File: src/rtl/lcd_pkg.sv
// Shared constants, state encodings and helpers for the hex LCD writer.
// Covers the HD44780 command bytes and the nibble-to-ASCII mapping.
package lcd_pkg;

    localparam logic [7:0] LCD_FUNC_SET = 8'h38;
    localparam logic [7:0] LCD_DISP_ON  = 8'h0C;
    localparam logic [7:0] LCD_CLEAR    = 8'h01;
    localparam logic [7:0] LCD_ENTRY    = 8'h06;
    localparam logic [7:0] LCD_ADDR_L1  = 8'h80;

    typedef enum logic [2:0] {
        S_POWERUP,
        S_INIT,
        S_IDLE,
        S_ADDR,
        S_CHAR
    } state_t;

    typedef enum logic [1:0] {
        X_IDLE,
        X_SETUP,
        X_PULSE,
        X_WAIT
    } xfer_phase_t;

    function automatic logic [7:0] hex_to_ascii(input logic [3:0] n);
        unique case (1'b1)
            (n <= 4'd9): return 8'h30 + {4'h0, n};
            default:     return 8'h37 + {4'h0, n};
        endcase
    endfunction

    function automatic logic [7:0] init_cmd(input logic [1:0] i);
        unique case (i)
            2'd0: return LCD_FUNC_SET;
            2'd1: return LCD_DISP_ON;
            2'd2: return LCD_CLEAR;
            default: return LCD_ENTRY;
        endcase
    endfunction

    // Index 0 selects the most significant nibble.
    function automatic logic [3:0] nibble_at(input logic [31:0] v,
                                             input logic [2:0] i);
        return v[{~i, 2'b00} +: 4];
    endfunction

endpackage

File: src/rtl/lcd_byte_xfer.sv
// One LCD bus write: setup, EN strobe, then settle time.
// DATA/RS stay latched from start until the next start.
module lcd_byte_xfer
    import lcd_pkg::*;
#(
    parameter int SETUP_CYCLES      = 2,
    parameter int EN_PULSE_CYCLES   = 25,
    parameter int WAIT_CYCLES       = 2500,
    parameter int CLEAR_WAIT_CYCLES = 100000
) (
    input  logic       clk,
    input  logic       reset,
    input  logic       start,
    input  logic       cmd_rs,
    input  logic [7:0] cmd_data,
    input  logic       cmd_long,
    output logic [7:0] lcd_data,
    output logic       lcd_rs,
    output logic       lcd_en,
    output logic       done
);

    localparam int M1   = (SETUP_CYCLES > EN_PULSE_CYCLES) ?
                          SETUP_CYCLES : EN_PULSE_CYCLES;
    localparam int M2   = (WAIT_CYCLES > CLEAR_WAIT_CYCLES) ?
                          WAIT_CYCLES : CLEAR_WAIT_CYCLES;
    localparam int MAXC = (M1 > M2) ? M1 : M2;
    localparam int CW   = (MAXC > 1) ? $clog2(MAXC) : 1;

    xfer_phase_t   phase, phase_d;
    logic [CW-1:0] cnt, cnt_d;
    logic [7:0]    data_q, data_d;
    logic          rs_q, rs_d;
    logic          long_q, long_d;
    logic [CW-1:0] wait_last;

    always_ff @(posedge clk) begin
        if (!reset) begin
            phase  <= X_IDLE;
            cnt    <= '0;
            data_q <= '0;
            rs_q   <= 1'b0;
            long_q <= 1'b0;
        end else begin
            phase  <= phase_d;
            cnt    <= cnt_d;
            data_q <= data_d;
            rs_q   <= rs_d;
            long_q <= long_d;
        end
    end

    assign wait_last = long_q ? CW'(CLEAR_WAIT_CYCLES - 1)
                              : CW'(WAIT_CYCLES - 1);

    always_comb begin
        phase_d = phase;
        cnt_d   = cnt;
        data_d  = data_q;
        rs_d    = rs_q;
        long_d  = long_q;
        done    = 1'b0;
        unique case (phase)
            X_IDLE: begin
                if (start) begin
                    phase_d = X_SETUP;
                    cnt_d   = '0;
                    data_d  = cmd_data;
                    rs_d    = cmd_rs;
                    long_d  = cmd_long;
                end
            end
            X_SETUP: begin
                if (cnt == CW'(SETUP_CYCLES - 1)) begin
                    phase_d = X_PULSE;
                    cnt_d   = '0;
                end else begin
                    cnt_d = cnt + 1'b1;
                end
            end
            X_PULSE: begin
                if (cnt == CW'(EN_PULSE_CYCLES - 1)) begin
                    phase_d = X_WAIT;
                    cnt_d   = '0;
                end else begin
                    cnt_d = cnt + 1'b1;
                end
            end
            X_WAIT: begin
                if (cnt == wait_last) begin
                    done    = 1'b1;
                    phase_d = X_IDLE;
                    cnt_d   = '0;
                end else begin
                    cnt_d = cnt + 1'b1;
                end
            end
            default: phase_d = X_IDLE;
        endcase
    end

    assign lcd_data = data_q;
    assign lcd_rs   = rs_q;
    assign lcd_en   = (phase == X_PULSE);

endmodule

File: src/rtl/lcd_hex_writer.sv
// Initialises a 16x2 character LCD, then shows value_in as 8 hex digits
// on line 1, rewriting only when the value differs from the last frame.
module lcd_hex_writer
    import lcd_pkg::*;
#(
    parameter int POWERUP_CYCLES    = 750000,
    parameter int SETUP_CYCLES      = 2,
    parameter int EN_PULSE_CYCLES   = 25,
    parameter int WAIT_CYCLES       = 2500,
    parameter int CLEAR_WAIT_CYCLES = 100000
) (
    input  logic        clk,
    input  logic        reset,
    input  logic [31:0] value_in,
    output logic [7:0]  LCD_DATA,
    output logic        LCD_RS,
    output logic        LCD_RW,
    output logic        LCD_EN,
    output logic        LCD_ON,
    output logic        LCD_BLON,
    output logic        busy
);

    localparam int PW = (POWERUP_CYCLES > 1) ? $clog2(POWERUP_CYCLES) : 1;

    state_t        state, state_d;
    logic [PW-1:0] wait_cnt, wait_cnt_d;
    logic [2:0]    idx, idx_d;
    logic          issued, issued_d;
    logic [31:0]   snapshot, snapshot_d;
    logic          frame_valid, frame_valid_d;

    logic          start;
    logic          x_rs;
    logic [7:0]    x_data;
    logic          x_long;
    logic          x_done;

    lcd_byte_xfer #(
        .SETUP_CYCLES      (SETUP_CYCLES),
        .EN_PULSE_CYCLES   (EN_PULSE_CYCLES),
        .WAIT_CYCLES       (WAIT_CYCLES),
        .CLEAR_WAIT_CYCLES (CLEAR_WAIT_CYCLES)
    ) u_xfer (
        .clk      (clk),
        .reset    (reset),
        .start    (start),
        .cmd_rs   (x_rs),
        .cmd_data (x_data),
        .cmd_long (x_long),
        .lcd_data (LCD_DATA),
        .lcd_rs   (LCD_RS),
        .lcd_en   (LCD_EN),
        .done     (x_done)
    );

    always_ff @(posedge clk) begin
        if (!reset) begin
            state       <= S_POWERUP;
            wait_cnt    <= '0;
            idx         <= '0;
            issued      <= 1'b0;
            snapshot    <= '0;
            frame_valid <= 1'b0;
        end else begin
            state       <= state_d;
            wait_cnt    <= wait_cnt_d;
            idx         <= idx_d;
            issued      <= issued_d;
            snapshot    <= snapshot_d;
            frame_valid <= frame_valid_d;
        end
    end

    always_comb begin
        state_d       = state;
        wait_cnt_d    = wait_cnt;
        idx_d         = idx;
        issued_d      = issued;
        snapshot_d    = snapshot;
        frame_valid_d = frame_valid;
        start         = 1'b0;
        x_rs          = 1'b0;
        x_data        = 8'h00;
        x_long        = 1'b0;
        // Sending states fire start once, then wait for done.
        if ((state == S_INIT || state == S_ADDR || state == S_CHAR)
            && !issued) begin
            start    = 1'b1;
            issued_d = 1'b1;
        end
        unique case (state)
            S_POWERUP: begin
                if (wait_cnt == PW'(POWERUP_CYCLES - 1)) begin
                    state_d    = S_INIT;
                    wait_cnt_d = '0;
                    idx_d      = '0;
                end else begin
                    wait_cnt_d = wait_cnt + 1'b1;
                end
            end
            S_INIT: begin
                x_data = init_cmd(idx[1:0]);
                x_long = (idx == 3'd2);
                if (x_done) begin
                    issued_d = 1'b0;
                    if (idx == 3'd3) begin
                        state_d = S_IDLE;
                        idx_d   = '0;
                    end else begin
                        idx_d = idx + 1'b1;
                    end
                end
            end
            S_IDLE: begin
                if (!frame_valid || value_in != snapshot) begin
                    snapshot_d = value_in;
                    state_d    = S_ADDR;
                end
            end
            S_ADDR: begin
                x_data = LCD_ADDR_L1;
                if (x_done) begin
                    issued_d = 1'b0;
                    state_d  = S_CHAR;
                    idx_d    = '0;
                end
            end
            S_CHAR: begin
                x_rs   = 1'b1;
                x_data = hex_to_ascii(nibble_at(snapshot, idx));
                if (x_done) begin
                    issued_d = 1'b0;
                    if (idx == 3'd7) begin
                        frame_valid_d = 1'b1;
                        state_d       = S_IDLE;
                        idx_d         = '0;
                    end else begin
                        idx_d = idx + 1'b1;
                    end
                end
            end
            default: state_d = S_POWERUP;
        endcase
    end

    assign busy     = (state != S_IDLE);
    assign LCD_RW   = 1'b0;
    assign LCD_ON   = 1'b1;
    assign LCD_BLON = 1'b1;

endmodule
File: config.mk
export PLATFORM = sky130hd
export DESIGN_NAME = lcd_hex_writer
export DESIGN_NICKNAME = d
export VERILOG_FILES = /design/src/rtl/lcd_pkg.sv /design/src/rtl/lcd_byte_xfer.sv /design/src/rtl/lcd_hex_writer.sv
export SDC_FILE = /design/constraint.sdc
export NUM_CORES = 1
export LEC_CHECK = 0
export ABC_AREA = 1
export BUFFER_PORTS_ARGS = -buffer_cell sky130_fd_sc_hd__buf_2
export CAP_MARGIN = 20
export CORE_UTILIZATION = 50
export DETAILED_ROUTE_END_ITERATION = 16
export GPL_TIMING_DRIVEN = 0
export PLACE_DENSITY = 0.76
export SKIP_CTS_REPAIR_TIMING = 1
export SLEW_MARGIN = 25
export SYNTH_ARGS = -nofsm -noshare
export SYNTH_HDL_FRONTEND = slang
export SYNTH_SLANG_ARGS = --single-unit
File: constraint.sdc
create_clock -name clk -period 2.6 [get_ports clk]
set_input_delay 0.52 -clock clk [delete_from_list [all_inputs] [get_ports clk]]
set_output_delay 0.52 -clock clk [all_outputs]
set_load 0.01 [all_outputs]
==> reports/metrics.cfg, run 1 <==
[run_status]
status = finished, final reports clean

[sta]
finalSetupTns_ns = 0
relSlewSlack_pct = 61.03
finClkSkew_ns = 0.009339
worst_slew_pin_slew_ns = 0.5846
rsz0062_at_grt = no
finalHoldViolations = 0
fmax_mhz = 428.0
drv_slew = 0
setup_violations = 0
setup_ws_ns = 0.2636
final.min_clock_period_ns = 2.336
period_share_pct = 89.86

[floorplan]
coreArea_mm2 = 0.01028
die_w_um = 104.8
io_pins = 48
dieArea_mm2 = 0.01098
die_h_um = 104.8
rows = 37
initial_core_util_pct = 51.39

[finish]
n_antenna_cell = 0
final_cell_mix = nand2_1, nor2_1, dfxtp_1
fin_nets = 929
drive_gt1_share_pct = 12.84
areaGrowthSynthToFinish_pct = 11.04
final_common_cell = nand2_1
fill_cells = 1058

[place]
portBuffers = 43
dp_hpwl_um = 9385
preCtsSetupSlack_ns = 0.1027
gp_congestion = 0.9083

[clock_network]
insertion_delay_ns = 0.37
numCtsBuffers = 9
tritoncts = done
cts_sinks = 89
clock-root-buffer = clkbuf_8
htree_levels = 3
clk_pin_slew_ns = 0.10
clk_path_buf_depth = 2

[grt]
grt_pass1_vias = 4729
grt-ovfl-total = 0
grt_max_degree = 18
antenna_found_initial = 0
grt_pass1_wl_um = 21300
grt_usage_pct = 23.83

[critical_path]
required_ns = 2.86
cp-start-kind = flop
crit_type = reg2reg
endpoint_kind = flop
arrival_ns = 2.59
crit_fanout = 9

[power]
ir_worst_vdd_mv = 0.4409
power.leakage_nw = 2.518
power_density_mw_per_mm2 = 781.0
power.total_w = 0.004580

[synth]
syn-cell-area_mm2 = 0.005281
synth_edf_count = 0
synthArstFlopShare_pct = 0
synth_cell_types = 38
syn_area_per_cell_um2 = 6.433
synth_top_flop_cell = dfxtp_1
ys_ff_latch = 89
synth_cells = 821
ys_seq_area_share_pct = 33.74
yosysWarnings = 0

[routing]
wirelength_met1_um = 5793
vias = 5146
antenna_left = 0
route.met3.wl_um = 507
drtIter0Drc = 180
wl_met2_um = 5705
vias_per_cell = 5.065
highest_layer = met4
drt_drc_violations_left = 0
dr.pass1.iters = 5
routed_wirelength_um = 12300
wire_per_inst_um = 12.10

[worst_hold_path]
hold_class = in2reg

[job]
drv_cap = 0

worst paths after layout:
check,start,to,slack [ns],cells past startpoint
hold / removal,value_in[21],snapshot[21],0.42,3
hold reg to reg,u_xfer.lcd_rs,u_xfer.lcd_rs,0.46,2
setup / recovery,idx[1],u_xfer.lcd_data[3],0.26,16
setup reg to reg,idx[1],u_xfer.lcd_data[3],0.26,16
Yosys cell counts (6+ instances only):
library cell / number / area share, %
nand2_1: 189 / 13
dfxtp_1: 89 / 34
o21ai_1: 12 / 1.1
ha_1: 20 / 4.7
nand3_1: 53 / 5.0
nor2_1: 140 / 10
inv_2: 18 / 1.3
nand4_1: 20 / 2.4
inv_1: 78 / 5.5
nand2_2: 6 / 0.71
nor3_1: 17 / 1.6
buf_2: 13 / 1.2
xnor2_1: 9 / 1.5
xor2_1: 20 / 3.3
o21ai_0: 45 / 4.3
nor4_1: 6 / 0.71
clkbuf_1: 9 / 0.64
a21oi_1: 34 / 3.2
cells by family (layout without fill, tap and decap cells):
family,count (synthesis),after routing,share of synthesized area (%)
other cells,2,3,0.1422
compound gates,109,109,11.06
fa+ha+maj,20,20,4.738
simple gates,447,447,35.96
buf+inv,125,183,9.547
xor+xnor,29,29,4.809
flops,89,89,33.74
final cells by class:
class,count,area (um2),area share (%)
multi-input cells,608,2999,51.14
flip-flops and latches,89,1783,30.40
inverters,97,371.6,6.337
repair buffers,43,215.2,3.670
well taps,136,170.2,2.902
plain buffers,27,140.1,2.390
clock buffers,9,123.9,2.112
clock inverters,7,61.31,1.045
per-stage QoR:
stage / utilization [%] / cell area (um2) / cells / hold WS [ns]
global route: 57.06 / 5864 / 1016 / 0.4289
global placement: 55.17 / 5670 / 1001 / 0.4510
floorplan: - / 5285 / 822 / 0.4371
detailed placement: 55.17 / 5670 / 1001 / 0.4506
CTS: 56.98 / 5856 / 1017 / 0.3942
finish: 57.06 / 5864 / 1016 / 0.4155
per-layer routing:
layer  track usage (%)  up-vias
li1                  -     2721
met1             29.90     2286
met2             39.74      111
met3             4.741       28
met4             10.06        0
met5                 0        -
state kept, by name (all words and copies together) (netlist names), named ones only:
| name | count |
|---|---|
| snapshot | 32 |
| frame_valid | 1 |
| state | 3 |
| idx | 3 |
| wait_cnt | 20 |
| u_xfer.cnt | 17 |
| u_xfer.lcd_data | 8 |
| u_xfer.long_q | 1 |
| u_xfer.lcd_rs | 1 |
| u_xfer.phase | 2 |
worst max-delay path: stages (launching register included):
cell and delay, ns:
dfxtp_1 0.39, clkbuf_4 0.25, nand3_1 0.12, nand2_1 0.08
nand2_1 0.07, nand2_1 0.15, inv_1 0.07, ha_1 0.19
or2_2 0.27, nand3_1 0.16, nand2_1 0.11, nand2_1 0.10
nand2_1 0.05, nand2_1 0.05, nand2_1 0.05, nand2_1 0.06
a21oi_1 0.05
report_power, final:
group / total [W] / switching (W) / internal [W]
logic: 0.00190 / 0.00124 / 0.000654
clock network: 0.000922 / 0.000556 / 0.000366
registers: 0.00176 / 0.000182 / 0.00158
(Power assumes the default switching activity.)
==> inputs of run 2 (changes only) <==
--- a/config.mk
+++ b/config.mk
@@ -8,10 +8,13 @@
 export ABC_AREA = 1
 export BUFFER_PORTS_ARGS = -buffer_cell sky130_fd_sc_hd__buf_2
 export CAP_MARGIN = 20
-export CORE_UTILIZATION = 50
+export CELL_PAD_IN_SITES_DETAIL_PLACEMENT = 1
+export CELL_PAD_IN_SITES_GLOBAL_PLACEMENT = 2
+export CORE_MARGIN = 2
+export CORE_UTILIZATION = 33
 export DETAILED_ROUTE_END_ITERATION = 16
 export GPL_TIMING_DRIVEN = 0
-export PLACE_DENSITY = 0.76
+export PLACE_DENSITY = 0.88
 export SKIP_CTS_REPAIR_TIMING = 1
 export SLEW_MARGIN = 25
 export SYNTH_ARGS = -nofsm -noshare
==> reports/metrics.cfg, run 2 (synthesis results as in run 1) <==
[critical_path]
endpoint_kind = flop
required_ns = 2.82  ; -0.04 ns
regToRegStartpoint = idx[1]
rrSetupSlack_ns = 0.23  ; -0.03 ns
cp_slowest_stage_delay_ns = 0.35  ; -0.04 ns
path_common_cell = nand2_1
r2r_end = u_xfer.lcd_data[3]
r2r_cells = 17  ; +1
cp-start-kind = flop
path_cells = buf_2 -> inv_4 -> nand3_1 -> nand2_1 -> nand2_1 -> nand2_1 -> inv_1 -> ha_1 -> or2_2 -> nand3_2 -> nand2_1 -> nand2_1 -> nand2_1 -> nand2_1 -> nand2_1 -> nand2_1 -> a21oi_1
crit_type = reg2reg
slowest_stage = dfxtp_1
crit_fanout = 12  ; +3
arrival_ns = 2.59  ; about the same

[finish]
areaGrowthSynthToFinish_pct = 15.45
reg_top3 = snapshot (32), wait_cnt (20), u_xfer.cnt (17)
largest_reg_flops = 32  ; unchanged
fin_nets = 930  ; +0.11%
stdcell_count = 1097  ; +8.0%
drive_gt1_share_pct = 13.17  ; +0.33 points
final_cell_mix = nand2_1, nor2_1, dfxtp_1
fill_cells = 2133  ; +100%
final_common_cell = nand2_1
n_antenna_cell = 0  ; unchanged
regMostFlops = snapshot

[routing]
dr.pass1.iters = 4  ; -1
drt_drc_violations_left = 0  ; unchanged
wire_per_inst_um = 13.97  ; +15%
drtIter0Drc = 172  ; -4.4%
routed_wirelength_um = 15320  ; +25%
antenna_left = 0  ; unchanged
vias_per_cell = 4.755  ; -6.1%
vias = 5216  ; +1.4%

[place]
portBuffers = 43  ; unchanged
preCtsSetupSlack_ns = -0.07597  ; -0.1787 ns
gp_congestion = 0.8483  ; -6.6%
dp.cells = 1081  ; +8.0%
dp_hpwl_um = 12030  ; +28%

[sta]
period_share_pct = 91.16  ; +1.3 points
final.min_clock_period_ns = 2.370  ; +0.03373 ns
setup_violations = 0  ; unchanged
rsz0062_at_grt = no
relSlewSlack_pct = 57.40  ; -3.6 points
finClkSkew_ns = 0.006377  ; -0.002962 ns
setup_ws_ns = 0.2298  ; -0.03373 ns
finalHoldViolations = 0  ; unchanged
holdWs_ns = 0.4506  ; +0.03509 ns
fmax_mhz = 421.9  ; -1.4%
drv_slew = 0  ; unchanged
finalSetupTns_ns = 0  ; unchanged
worst_slew_pin_slew_ns = 0.6391  ; +0.05446 ns

[floorplan]
dieArea_mm2 = 0.01703  ; +55%
coreArea_mm2 = 0.01577  ; +53%
rows = 46  ; +24%
initial_core_util_pct = 33.49  ; -18 points
die_h_um = 130.5  ; +25%
die_w_um = 130.5  ; +25%
io_pins = 48  ; unchanged

[grt]
grt_pass1_wl_um = 25840  ; +21%
grt_usage_pct = 19.18  ; -4.6 points
antenna_found_initial = 0  ; unchanged
grt_max_degree = 16  ; -2
grt_pass1_vias = 5256  ; +11%
grt-ovfl-total = 0  ; unchanged

[clock_network]
cts_sinks = 89  ; unchanged
tritoncts = done
htree_levels = 3  ; unchanged
insertion_delay_ns = 0.35  ; -0.02 ns
clock-root-buffer = clkbuf_16
clk_path_buf_depth = 2  ; unchanged
numCtsBuffers = 9  ; unchanged
clk_pin_slew_ns = 0.07  ; -0.03 ns

[power]
power_density_mw_per_mm2 = 837.7  ; +7.3%
power.leakage_nw = 2.584  ; +2.6%
ir_worst_vdd_mv = 0.3786  ; -14%

[run_status]
status = finished, final reports clean

[worst_hold_path]
hold_class = in2reg
hold_start = value_in[0]
holdPathEnd = snapshot[0]
hold_depth = 3  ; unchanged

[job]
drv_cap = 0  ; unchanged

run 2: layer usage:
metal | track usage [%] | share of wire [%] | up-vias
met2 | 33.64 | 49 | 55
met3 | 2.728 | 2.2 | 18
met1 | 24.21 | 47 | 2418
li1 | - | - | 2725
met5 | 0 | 0 | -
met4 | 6.446 | 1.8 | 0
run 2: where the power goes:
part,internal (W),leakage (nW),total [W],switching (W)
clock,0.000773,0.145,0.00136,0.000589
combinational,0.000663,1.72,0.00198,0.00131
sequential,0.00158,0.721,0.00177,0.000188
run 2: stage by stage:
step / instance area (um2) / power [W] / utilization, %
after floorplan: 5285 / 0.003205 / -
after global placement: 5771 / 0.003738 / 36.59
after detailed placement: 5771 / 0.003780 / 36.59
after CTS: 6077 / 0.005159 / 38.54
after global routing: 6097 / 0.005550 / 38.66
final: 6097 / 0.005108 / 38.66
run 2: critical path: cells and delay by family, from the launching register on:
kind,cells,cell delay (ns)
compound gates,1,0.05
flops,1,0.35
fa+ha+maj,1,0.21
buf+inv,3,0.44
simple gates,12,1.18
run 2: final cells by class:
cell class | instances | area [um2] | area share [%]
plain buffers | 28 | 146.4 | 2.401
clock buffers | 10 | 239.0 | 3.920
clock inverters | 6 | 67.56 | 1.108
inverters | 97 | 366.6 | 6.013
multi-input cells | 608 | 3007 | 49.31
flip-flops and latches | 89 | 1785 | 29.28
well taps | 216 | 270.3 | 4.433
repair buffers | 43 | 215.2 | 3.530
run 2: worst max path at each step:
stage / start / end / slack [ns] / cells after the start
global route: idx[1] / u_xfer.lcd_data[3] / 0.008 / 17
floorplan: idx[0] / u_xfer.lcd_data[3] / 0.49 / 18
detailed placement: idx[0] / u_xfer.lcd_data[3] / -0.08 / 18
CTS: idx[0] / u_xfer.lcd_data[3] / -0.11 / 18
finish: idx[1] / u_xfer.lcd_data[3] / 0.23 / 17
global placement: idx[0] / u_xfer.lcd_data[3] / -0.02 / 18
